`src/rtl/lock_pkg.sv`:
```
// Shared definitions for the XOR-locked adder key loader and its operand stage.
package lock_pkg;

  localparam int LOCK_KEY_W  = 32;
  localparam int LOCK_CHK_W  = 8;
  localparam int LOCK_DATA_W = 16;
  // Widest key the checksum helper accepts; narrower keys are zero-extended.
  localparam int KEY_MAX_W   = 256;

  typedef enum logic [2:0] {
    ST_IDLE  = 3'd0,
    ST_SHIFT = 3'd1,
    ST_CHECK = 3'd2,
    ST_ARMED = 3'd3,
    ST_ERROR = 3'd4
  } key_state_t;

  function automatic logic [7:0] key_checksum(input logic [KEY_MAX_W-1:0] key,
                                              input int n_bytes);
    logic [7:0] acc;
    acc = 8'h00;
    for (int i = 0; i < KEY_MAX_W / 8; i++) begin
      if (i < n_bytes) begin
        acc = acc ^ key[8*i +: 8];
      end
    end
    return acc;
  endfunction

endpackage

```
`src/rtl/lock_op_pipe_reg.sv`:
```
// Single valid/ready register slice with an enable gate and a flush that drops
// the held beat; data may stay stale after a flush.
module lock_op_pipe_reg #(
  parameter int W = 32
) (
  input  logic         clk_i,
  input  logic         rst_i,
  input  logic         flush_i,
  input  logic         enable_i,
  input  logic         in_valid_i,
  output logic         in_ready_o,
  input  logic [W-1:0] in_data_i,
  output logic         out_valid_o,
  input  logic         out_ready_i,
  output logic [W-1:0] out_data_o
);

  logic         r_valid;
  logic [W-1:0] r_data;
  logic         w_ready;
  logic         w_xfer;

  assign w_ready     = enable_i & (~r_valid | out_ready_i);
  assign w_xfer      = in_valid_i & w_ready;
  assign in_ready_o  = w_ready;
  assign out_valid_o = r_valid;
  assign out_data_o  = r_data;

  // Valid bit and payload: flush wins, then fill, then drain.
  always_ff @(posedge clk_i) begin
    if (rst_i) begin
      r_valid <= 1'b0;
      r_data  <= '0;
    end else begin
      if (flush_i) begin
        r_valid <= 1'b0;
      end else if (w_xfer) begin
        r_valid <= 1'b1;
      end else if (out_ready_i) begin
        r_valid <= 1'b0;
      end
      if (w_xfer && !flush_i) begin
        r_data <= in_data_i;
      end
    end
  end

endmodule

```
`src/rtl/lock_key_loader_opstage.sv`:
```
// Serial unlock-key loader with checksum verification, plus the gated operand
// register feeding the XOR-locked carry-lookahead adder.
module lock_key_loader_opstage
  import lock_pkg::*;
#(
  parameter int KEY_W  = LOCK_KEY_W,
  parameter int CHK_W  = LOCK_CHK_W,
  parameter int DATA_W = LOCK_DATA_W
) (
  input  logic              clk_i,
  input  logic              rst_i,
  input  logic              key_load_i,
  input  logic              key_shift_en_i,
  input  logic              key_sdi_i,
  output logic              key_valid_o,
  output logic              key_err_o,
  output logic [KEY_W-1:0]  keyinput_o,
  input  logic              op_valid_i,
  output logic              op_ready_o,
  input  logic [DATA_W-1:0] add1_i,
  input  logic [DATA_W-1:0] add2_i,
  output logic              op_valid_o,
  input  logic              op_ready_i,
  output logic [DATA_W-1:0] add1_o,
  output logic [DATA_W-1:0] add2_o
);

  localparam int SR_W  = KEY_W + CHK_W;
  localparam int CNT_W = $clog2(SR_W + 1);

  key_state_t         r_state;
  logic [CNT_W-1:0]   r_cnt;
  logic [SR_W-1:0]    r_sr;
  logic [KEY_W-1:0]   r_key;
  logic               r_key_valid;
  logic               r_key_err;

  logic               w_last_bit;
  logic               w_chk_ok;
  logic               w_flush;
  logic [2*DATA_W-1:0] w_op_in;
  logic [2*DATA_W-1:0] w_op_out;

  assign w_last_bit = (r_cnt == CNT_W'(SR_W - 1));
  assign w_chk_ok   = (key_checksum(KEY_MAX_W'(r_sr[KEY_W-1:0]), KEY_W / 8)
                       == r_sr[SR_W-1 -: CHK_W]);

  // Key FSM: a load pulse overrides everything and restarts shifting from zero.
  always_ff @(posedge clk_i) begin
    if (rst_i) begin
      r_state     <= ST_IDLE;
      r_cnt       <= '0;
      r_sr        <= '0;
      r_key       <= '0;
      r_key_valid <= 1'b0;
      r_key_err   <= 1'b0;
    end else if (key_load_i) begin
      r_state     <= ST_SHIFT;
      r_cnt       <= '0;
      r_sr        <= '0;
      r_key       <= '0;
      r_key_valid <= 1'b0;
      r_key_err   <= 1'b0;
    end else begin
      case (r_state)
        ST_IDLE: begin
          r_state <= ST_IDLE;
        end
        ST_SHIFT: begin
          if (key_shift_en_i) begin
            // LSB first: the first bit received ends up at bit 0.
            r_sr  <= {key_sdi_i, r_sr[SR_W-1:1]};
            r_cnt <= r_cnt + CNT_W'(1);
            if (w_last_bit) begin
              r_state <= ST_CHECK;
            end
          end
        end
        ST_CHECK: begin
          if (w_chk_ok) begin
            r_key       <= r_sr[KEY_W-1:0];
            r_key_valid <= 1'b1;
            r_state     <= ST_ARMED;
          end else begin
            r_key_err   <= 1'b1;
            r_state     <= ST_ERROR;
          end
        end
        ST_ARMED: begin
          r_state <= ST_ARMED;
        end
        ST_ERROR: begin
          r_state <= ST_ERROR;
        end
        default: begin
          r_state <= ST_IDLE;
        end
      endcase
    end
  end

  assign key_valid_o = r_key_valid;
  assign key_err_o   = r_key_err;
  assign keyinput_o  = r_key;

  // A reload or an unarmed key drops any beat held for the adder.
  assign w_flush = key_load_i | ~r_key_valid;
  assign w_op_in = {add1_i, add2_i};

  lock_op_pipe_reg #(
    .W (2 * DATA_W)
  ) u_op_pipe (
    .clk_i       (clk_i),
    .rst_i       (rst_i),
    .flush_i     (w_flush),
    .enable_i    (r_key_valid),
    .in_valid_i  (op_valid_i),
    .in_ready_o  (op_ready_o),
    .in_data_i   (w_op_in),
    .out_valid_o (op_valid_o),
    .out_ready_i (op_ready_i),
    .out_data_o  (w_op_out)
  );

  assign add1_o = w_op_out[2*DATA_W-1:DATA_W];
  assign add2_o = w_op_out[DATA_W-1:0];

endmodule

```
`config.mk`:
```
export PLATFORM = sky130hd
export DESIGN_NAME = lock_key_loader_opstage
export DESIGN_NICKNAME = d
export VERILOG_FILES = /design/src/rtl/lock_pkg.sv /design/src/rtl/lock_op_pipe_reg.sv /design/src/rtl/lock_key_loader_opstage.sv
export SDC_FILE = /design/constraint.sdc
export NUM_CORES = 1
export LEC_CHECK = 0
export BUFFER_PORTS_ARGS = -buffer_cell sky130_fd_sc_hd__buf_2
export CORE_ASPECT_RATIO = 1.75
export CORE_MARGIN = 2
export CORE_UTILIZATION = 57
export CTS_BUF_LIST = sky130_fd_sc_hd__clkbuf_16
export DETAILED_ROUTE_END_ITERATION = 10
export GPL_ROUTABILITY_DRIVEN = 1
export PLACE_DENSITY = 0.84
export REMOVE_ABC_BUFFERS = 1
export SETUP_SLACK_MARGIN = 0.1
export SLEW_MARGIN = 20
export SYNTH_ARGS = -nofsm -noshare
export SYNTH_HDL_FRONTEND = slang
export SYNTH_SLANG_ARGS = --single-unit
```
`constraint.sdc`:
```
create_clock -name clk_i -period 2.7 [get_ports clk_i]
set_input_delay 0.54 -clock clk_i [delete_from_list [all_inputs] [get_ports clk_i]]
set_output_delay 0.54 -clock clk_i [all_outputs]
set_load 0.01 [all_outputs]
```
# [Word-level counts from Yosys, hierarchy flattened]
# Index checks and enable logic that the tools add are counted.
[totals] romBits=0 ff_bits=116 elab_cells=47 n_memories=0 ramBits=0 latch_bits=0
[classes] eq_ne=10 shifts=0 reduce_logical=10 bitwise_logic=10 n_mux=7 mul=0 n_addsub=1 div=0 n_lt_le_gt_ge=0
[ops] cell="8-bit XOR" count=3
[ops] cell="3-bit one-hot mux with 4 select lines" count=1
[ops] cell="2-bit AND reduction" count=5
[ops] cell="3-bit two-way mux" count=3
[ops] cell="8-bit == test" count=1
[ops] cell="6-bit by 1-bit adder with 6-bit output, second input constant" count=1
[ops] cell="3-bit by 2-bit == test with 1-bit output, second input constant" count=2
[ops] cell="6-bit == test, second input constant" count=1
[ops] cell="3-bit inequality test, second input constant" count=2
[ops] cell="2-bit inequality test, second input constant" count=2
[ops] cell="2-bit OR reduction" count=2
[ops] cell="3-bit by 1-bit == test with 1-bit output, second input constant" count=1
[ops] cell="3-bit == test, second input constant" count=1
[ops] cell="1-bit two-way mux" count=3
[ops] cell="1-bit inverter" count=3
[ops] cell="1-bit bitwise AND" count=2
[ops] cell="1-bit OR" count=2
[ops] cell="2-bit nonzero test" count=1
[ops] cell="1-bit logical AND" count=1
[ops] cell="1-bit zero test" count=1

# [Longest topological paths before layout]
# Gate-level depths: netlist of run 1.
[depth] ltp_word=7 mapped_depth=7

# [Modules after synthesis]
# From an unflattened synthesis of run 1, not the netlist that was laid out.
[unflattened] cells_unflattened=541 area_unflattened_um2=4988.5
[by_module_without_submodules] mod="lock_key_loader_opstage" seq_area_each_um2=1661.6 n_inst=1 area_each_um2=3463.3 cells_per_inst=396
[by_module_without_submodules] mod="lock_op_pipe_reg" seq_area_each_um2=660.6 n_inst=1 area_each_um2=1525.2 cells_per_inst=145

# [Worst setup path before layout of run 1]
# OpenSTA, ideal clock, no wires.
[synth_timing] path_type="input to register" start="in op_ready_i" end="reg u_op_pipe.r_data[10] (netlist: u_op_pipe.out_data_o[10])" slack_ns=0.935 arrival_ns=1.695 cell_stages=6 n_path_buf=1 path_cell_list="nand2b_1 and2_1 nor3b_1 clkbuf_1 nand2_1 a21oi_1"
[synth_between] elab_chain_len=4
[synth_rtl] item="start: declaration" line_no="lock_key_loader_opstage.sv:23" text="input logic op_ready_i,"
[synth_rtl] item="1-bit OR" line_no="lock_op_pipe_reg.sv:23" text="assign w_ready = enable_i & (~r_valid | out_ready_i);"
[synth_rtl] item="1-bit bitwise AND" line_no="lock_op_pipe_reg.sv:23"
[synth_rtl] item="named net op_ready_o" line_no="lock_key_loader_opstage.sv:19" text="output logic op_ready_o,"
[synth_rtl] item="1-bit bitwise AND" line_no="lock_op_pipe_reg.sv:24" text="assign w_xfer = in_valid_i & w_ready;"
[synth_rtl] item="1-bit logical AND" line_no="lock_op_pipe_reg.sv:42" text="if (w_xfer && !flush_i) begin"
[synth_rtl] item="end signal: assignment" line_no="lock_op_pipe_reg.sv:43" text="r_data <= in_data_i;"
[synth_rtl] item="end: declaration" line_no="lock_op_pipe_reg.sv:19" text="logic [W-1:0] r_data;"
# The timed path passes the listed nets, and every way through them passes these cells.
# A chain may end at the register's enable or synchronous reset.

# [Worst setup path in the final report of run 1]
[layout_timing] start="reg r_sr[6]" end="reg r_key[18] (netlist: keyinput_o[18])"
[layout_between] elab_chain_len=5
[layout_rtl] item="start: declaration" line_no="lock_key_loader_opstage.sv:33" text="logic [SR_W-1:0] r_sr;"
[layout_rtl] item="start signal: assignment" line_no="lock_key_loader_opstage.sv:72" text="r_sr <= {key_sdi_i, r_sr[SR_W-1:1]};"
[layout_rtl] item="8-bit XOR (3 in a row)" line_no="lock_pkg.sv:24" text="acc = acc ^ key[8*i +: 8];"
[layout_rtl] item="8-bit == test" line_no="lock_key_loader_opstage.sv:46" text="== r_sr[SR_W-1 -: CHK_W]);"
[layout_rtl] item="2-bit AND reduction (no line)"
[layout_rtl] item="end signal: assignment" line_no="lock_key_loader_opstage.sv:81" text="r_key <= r_sr[KEY_W-1:0];"
[layout_rtl] item="end: declaration" line_no="lock_key_loader_opstage.sv:34" text="logic [KEY_W-1:0] r_key;"
# Every way passes these cells.

==> results of run 1 <==
-- kinds of logic after synthesis --
kind of cell    count (synthesis)  synth area share (%)
compound gates                 87                  9.97
xor+xnor                       28                  7.73
fa+ha+maj                       1                 0.272
buf+inv                        39                  3.87
flops                         116                  50.5
mux                            32                  6.97
simple gates                  237                  20.6
-- cell type report --
cell class	count	area, µm²	share of cell area, %
inverter	4	15.0	0.260
tap	90	113	1.95
timing repair buffer	115	598	10.4
sequential	116	2320	40.2
multi-input combinational	385	2110	36.6
clock buffer	17	425	7.36
clock inverter	14	193	3.33
-- synth_stat cells, drive strengths merged, types with 2 or more instances --
cell type  count  area share, %
nor3b          2           0.33
nand2b         2           0.27
nand2        214             17
a21oi         78            8.5
mux2i         32            7.0
dfxtp        116             51
xor2           3           0.57
nand4          2           0.27
or3            2           0.27
nand3b         3           0.49
clkbuf        25            2.0
nor2           6           0.49
xnor2         17            3.2
a211oi         3           0.49
buf           10            1.5
and4           2           0.44
inv            4           0.33
xnor3          8            3.9
-- per-layer routing --
layer  vias to the layer above  part of all wire [%]
met5                         -                     0
met3                        22                   6.4
met1                      1808                    37
li1                       1960                     -
met4                         0                   2.5
met2                       135                    54
-- sequential cells by signal (all words and copies together), names as in the netlist --
signal and flops:
key_err_o 1, key_valid_o 1, keyinput_o 32, r_cnt 6, r_sr 40, r_state 3, u_op_pipe.out_data_o 32, u_op_pipe.out_valid_o 1
-- worst min-delay path: stages --
cell and delay (ps):
buf_2 90, nand2_1 40, a21oi_1 50
-- placed cells by master, fill, tap and decap left out, types with 2 or more instances in the layout --
master and instances:
nor3b_2 2, bufinv_16 5, xor2_1 3, nand4_1 2
nor2_1 5, xnor2_1 17, buf_2 106, nand3b_1 3
a21oi_1 78, clkbuf_16 17, dfxtp_1 116, mux2i_1 32
buf_4 9, inv_1 5, or3_1 2, clkinv_2 7
a211oi_1 3, xnor3_1 8, nand2b_1 2, nand2_1 214
-- per-stage QoR --
stage / area (µm²) / cells / setup TNS (ps)
6_report: 5780 / 741 / 0
2_1_floorplan: 4430 / 505 / -47360
3_5_place_dp: 5160 / 710 / 0
5_1_grt: 5780 / 741 / 0
3_3_place_gp: 5160 / 710 / 0
4_1_cts: 5780 / 741 / 0
-- final timing paths --
kind | to | cells past startpoint
hold / removal | u_op_pipe.out_data_o[30] | 3
hold reg to reg | u_op_pipe.out_data_o[24] | 2
setup / recovery | keyinput_o[18] | 6
setup reg to reg | keyinput_o[18] | 6
-- power breakdown --
group / internal, W / leakage, nW / switching (W)
clock: 0.00161 / 0.314 / 0.000732
combinational: 0.0000322 / 1.20 / 0.0000666
sequential: 0.00172 / 0.934 / 0.00000285
==> results.sh, run 1 <==
export IMPL_ctsHoldBuffers=0
export IMPL_grt_overflow=0
export IMPL_worstPathArrival_ps=2360
export IMPL_drt_vias_per_instance=5.30
export IMPL_diodes=0
export IMPL_clock_skew_ps=8.24
export IMPL_clk_pin_slew_worst_paths_ps=50
export IMPL_dr_pass1_iters=4
export IMPL_avgSynthCellArea_um2=8.51
export IMPL_vias=3925
export IMPL_start_kind="flop"
export IMPL_status="complete, no violations"
export IMPL_syn_cell_area_um2=4590
export IMPL_rows=43
export IMPL_grt_pass1_wl_mm=16.8
export IMPL_critPathSlowestCell="xnor3_1"
export IMPL_crit_start="r_sr[6]"
export IMPL_cts_tree="built"
export IMPL_grt_usage_pct=24.7
export IMPL_core_area_um2=7860
export IMPL_ant_nets=0
export IMPL_finalCriticalPeriod_ps=2030
export IMPL_rrSetupSlack_ps=670
export IMPL_grt_busiest_layer="met2"
export IMPL_final_hold_viol_count=0
export IMPL_layout_drive_gt1_share_pct=23.0
export IMPL_pin_count=107
export IMPL_htreeDepth=4
export IMPL_total_power_w=0.00416
export IMPL_nets=679
export IMPL_cap_violations=0
export IMPL_max_freq_mhz=493
export IMPL_ys_seq_elements=116
export IMPL_synth_edf_count=0
export IMPL_drc=0
export IMPL_numCtsBuffers=17
export IMPL_wl_mm=10.3
export IMPL_worst_pin_slew_ps=902
export IMPL_path_buf_inv=1
export IMPL_use_met3_pct=7.47
export IMPL_grt_max_degree=49
export IMPL_place_ws_ps=684
export IMPL_hold_start="add1_i[14]"
export IMPL_ys_types=32
export IMPL_initial_core_util_pct=58.5
export IMPL_slowest_delay_ps=420
export IMPL_place_congestion=0.821
export IMPL_finalSetupViolCount=0
export IMPL_insertion_delay_ps=410
export IMPL_post_cts_setup_buffers=0
export IMPL_wire_per_inst_um=13.9
export IMPL_ys_warn_count=0
export IMPL_relSlewSlack_pct=39.9
export IMPL_path_max_fanout=25
export IMPL_crit_path_end_kind="flop"
export IMPL_cts_sinks=116
export IMPL_path_class="reg2reg"
export IMPL_cp_top_family="XOR/XNOR gates"
export IMPL_portBuffers=106
export IMPL_gr_usage_met1_pct=25.4
export IMPL_drtIter0Drc=132
export IMPL_power_density_nw_per_um2=720
export IMPL_power_leakage_nw=2.45
export IMPL_timing_final_ws_setup_ps=670
export IMPL_rsz0062_at_grt="false"
export IMPL_worst_r2r_startpoint="r_sr[6]"
export IMPL_syn_inst=540
export IMPL_nFillCells=556
export IMPL_die_height_um=123
export IMPL_utilization_pct=73.6
export IMPL_gr_usage_met2_pct=44.2
export IMPL_clockBufferDepth=2
export IMPL_antenna_found_initial=0
export IMPL_grt_pass1_vias=3793
export IMPL_crit_chain="xnor3_1 -> xnor2_1 -> and4_1 -> nand3b_1 -> buf_4 -> mux2i_1"
export IMPL_fin_crit_sh_pct=75.2
export IMPL_ys_flop_type="dfxtp_1"
export IMPL_drv_slew=0
export IMPL_root_buffer="clkbuf_16"
export IMPL_die_w_um=71.9
export IMPL_async_reset_ff_share_pct=0
export IMPL_dp_hpwl_mm=7.02
export IMPL_area_growth_pct=25.8
export IMPL_cts_resized=0
export IMPL_irDropWorstVdd_uv=520
export IMPL_dieArea_um2=8820
export IMPL_seq_area_frac_synth_pct=50.5
export IMPL_finalHoldWorstSlack_ps=365
export IMPL_holdCritPathClass="in2reg"
export IMPL_worst_ep_required_time_ps=3030
Note: power is estimated with default switching activity, not from simulation.
==> inputs of run 2 (changes only) <==
- CORE_UTILIZATION: 57 -> 48
- PLACE_DENSITY: 0.84 -> 0.75
- clock period: 2.7 -> 1.8 ns (I/O delays scaled with it)
==> run 2 against run 1 <==
Against the previous run:
- register-to-register slack lost 790 ps
- the flow now finishes with violations (setup timing)
- die area grew 18%
- maximum frequency grew 6.0%
- clock power grew 32%
- hold slack lost 170 ps
- sequential power grew 50%
- largest power group unchanged
- critical path type unchanged
- utilization shrank 8.0 points
- via count grew 2.3%
- sequential share of layout area shrank 2.4 points
- setup slack lost 790 ps
==> results.sh, run 2 (synthesis gave the netlist of run 1 again) <==
export IMPL_finalHoldWorstSlack_ps=193
export IMPL_final_common_cell="nand2_1"
export IMPL_fin_crit_sh_pct=106
export IMPL_cts_tree="built"
export IMPL_r2r_end="keyinput_o[12]"
export IMPL_crit_chain="xnor3_1 -> xnor2_2 -> and4_1 -> nand3b_1 -> buf_6 -> clkbuf_16 -> mux2i_1"
export IMPL_path_class="reg2reg"
export IMPL_switching_share_pct=20.8
export IMPL_slowest_delay_ps=410
export IMPL_final_cell_area_um2=6170
export IMPL_worstPathArrival_ps=2210
export IMPL_place_ws_ps=-38.2
export IMPL_ant_nets=0
export IMPL_cts_sinks=116
export IMPL_antenna_found_initial=0
export IMPL_relSlewSlack_pct=73.3
export IMPL_power_density_nw_per_um2=946
export IMPL_nets=713
export IMPL_dr_pass1_iters=4
export IMPL_met3WireLength_um=549
export IMPL_rows=47
export IMPL_die_height_um=133
export IMPL_clockBufferDepth=2
export IMPL_wl_met2_mm=6.08
export IMPL_holdCritPathClass="in2reg"
export IMPL_place_area_um2=5500
export IMPL_drc=0
export IMPL_drtIter0Drc=125
export IMPL_finalSetupViolCount=29
export IMPL_clk_pin_slew_worst_paths_ps=50
export IMPL_drt_vias_per_instance=4.97
export IMPL_rsz0062_at_grt="true"
export IMPL_place_congestion=0.808
export IMPL_grt_overflow=0
export IMPL_timing_final_ws_setup_ps=-116
export IMPL_irDropWorstVdd_uv=884
export IMPL_core_area_um2=9410
export IMPL_utilization_pct=65.6
export IMPL_finalCriticalPeriod_ps=1920
export IMPL_power_leakage_nw=2.64
export IMPL_grt_max_degree=43
export IMPL_worst_r2r_startpoint="r_sr[6]"
export IMPL_numCtsBuffers=17
export IMPL_largest_register="r_sr"
export IMPL_final_cell_mix="nand2_1 (214), dfxtp_1 (110), buf_2 (106)"
export IMPL_dieArea_um2=10400
export IMPL_start_kind="flop"
export IMPL_top_layer_used="met4"
export IMPL_drv_slew=0
export IMPL_nFillCells=805
export IMPL_met1_length_mm=4.17
export IMPL_p_switching_w=0.00121
export IMPL_wire_per_inst_um=13.7
export IMPL_dp_hpwl_mm=7.34
export IMPL_pin_count=107
export IMPL_largest_register_ffs=40
export IMPL_r2r_worst_path_cells=7
export IMPL_combPwrFrac_pct=2.8
export IMPL_pwr_share_clk_pct=53.0
export IMPL_diodes=0
export IMPL_intPower_w=0.00462
export IMPL_vias=4014
export IMPL_root_buffer="clkbuf_16"
export IMPL_wl_mm=11.0
export IMPL_hold_start="add1_i[1]"
export IMPL_insertion_delay_ps=410
export IMPL_worst_pin_slew_ps=401
export IMPL_dp_cells=772
export IMPL_whs_path_depth=3
export IMPL_path_max_fanout=7
export IMPL_status="finished, violations left"
export IMPL_htreeDepth=4
export IMPL_layout_drive_gt1_share_pct=28.6
export IMPL_grt_pass1_wl_mm=17.1
export IMPL_p_seq_share_pct=44.2
export IMPL_final_hold_viol_count=0
export IMPL_clock_skew_ps=6.59
export IMPL_portBuffers=106
export IMPL_max_freq_mhz=522
export IMPL_critPathSlowestCell="xnor3_1"
export IMPL_cap_violations=0
export IMPL_rrSetupSlack_ps=-120
export IMPL_worst_ep_required_time_ps=2090
export IMPL_grt_usage_pct=20.7
export IMPL_holdPathEnd="u_op_pipe.out_data_o[17]"
export IMPL_grt_pass1_vias=3813
export IMPL_initial_core_util_pct=48.8
export IMPL_crit_path_end_kind="flop"
export IMPL_die_w_um=78.0
export IMPL_instances_no_fill=808
export IMPL_area_growth_pct=34.3
export IMPL_violations="setup timing"
==> run 2: worst max path at each step <==
stage | startpoint | to
final | r_sr[6] | keyinput_o[12]
after global routing | r_sr[21] | keyinput_o[13]
after CTS | r_sr[6] | keyinput_o[13]
after detailed placement | r_sr[10] | keyinput_o[21]
after global placement | r_sr[6] | keyinput_o[30]
after floorplan | r_state[2] | r_cnt[5]
==> run 2: cell type report <==
cell class / count / area [µm²] / share of cell area [%]
clock inverters: 15 / 124 / 2.01
inverters: 4 / 15.0 / 0.243
repair buffers: 149 / 971 / 15.7
clock buffers: 17 / 425 / 6.89
well taps: 122 / 153 / 2.47
flip-flops and latches: 116 / 2330 / 37.7
multi-input cells: 385 / 2150 / 34.9
==> run 2: repair_timing <==
item,4_1_cts,5_1_grt
resized for setup,7,8
pin swaps,3,9
endpoints found under the setup margin,36,39
hold buffers,0,0
buffers inserted,0,1
cloned,0,3
==> run 2: power by group through the flow <==
stage               Combinational (W)  Clock, W  Sequential, W
detailed placement           0.000165         0        0.00263
CTS                          0.000167   0.00316        0.00258
finish                       0.000166   0.00309        0.00258
floorplan                   0.0000605         0        0.00263
global route                 0.000183   0.00327        0.00258
global placement             0.000164         0        0.00263
==> run 2: worst max-delay path: cells and delay by family (launching register included) <==
kind	cells	cell delay (ps)
XOR/XNOR	2	600
buffers and inverters	2	350
flip-flops	1	320
multiplexers	1	120
AND/OR/NAND/NOR	2	400
==> run 2: stage by stage <==
| stage | total power, W | TNS [ps] |
|---|---|---|
| floorplan | 0.00269 | -137550 |
| detailed placement | 0.00280 | -835 |
| finish | 0.00584 | -2820 |
| CTS | 0.00590 | -196 |
| global route | 0.00603 | -5350 |
| global placement | 0.00279 | 0 |
==> run 2: layer usage <==
layer / GRT usage [%] / vias to the layer above
met5: 0 / -
met4: 8.58 / 0
met3: 5.96 / 18
met2: 38.8 / 115
met1: 21.0 / 1853
li1: - / 2028
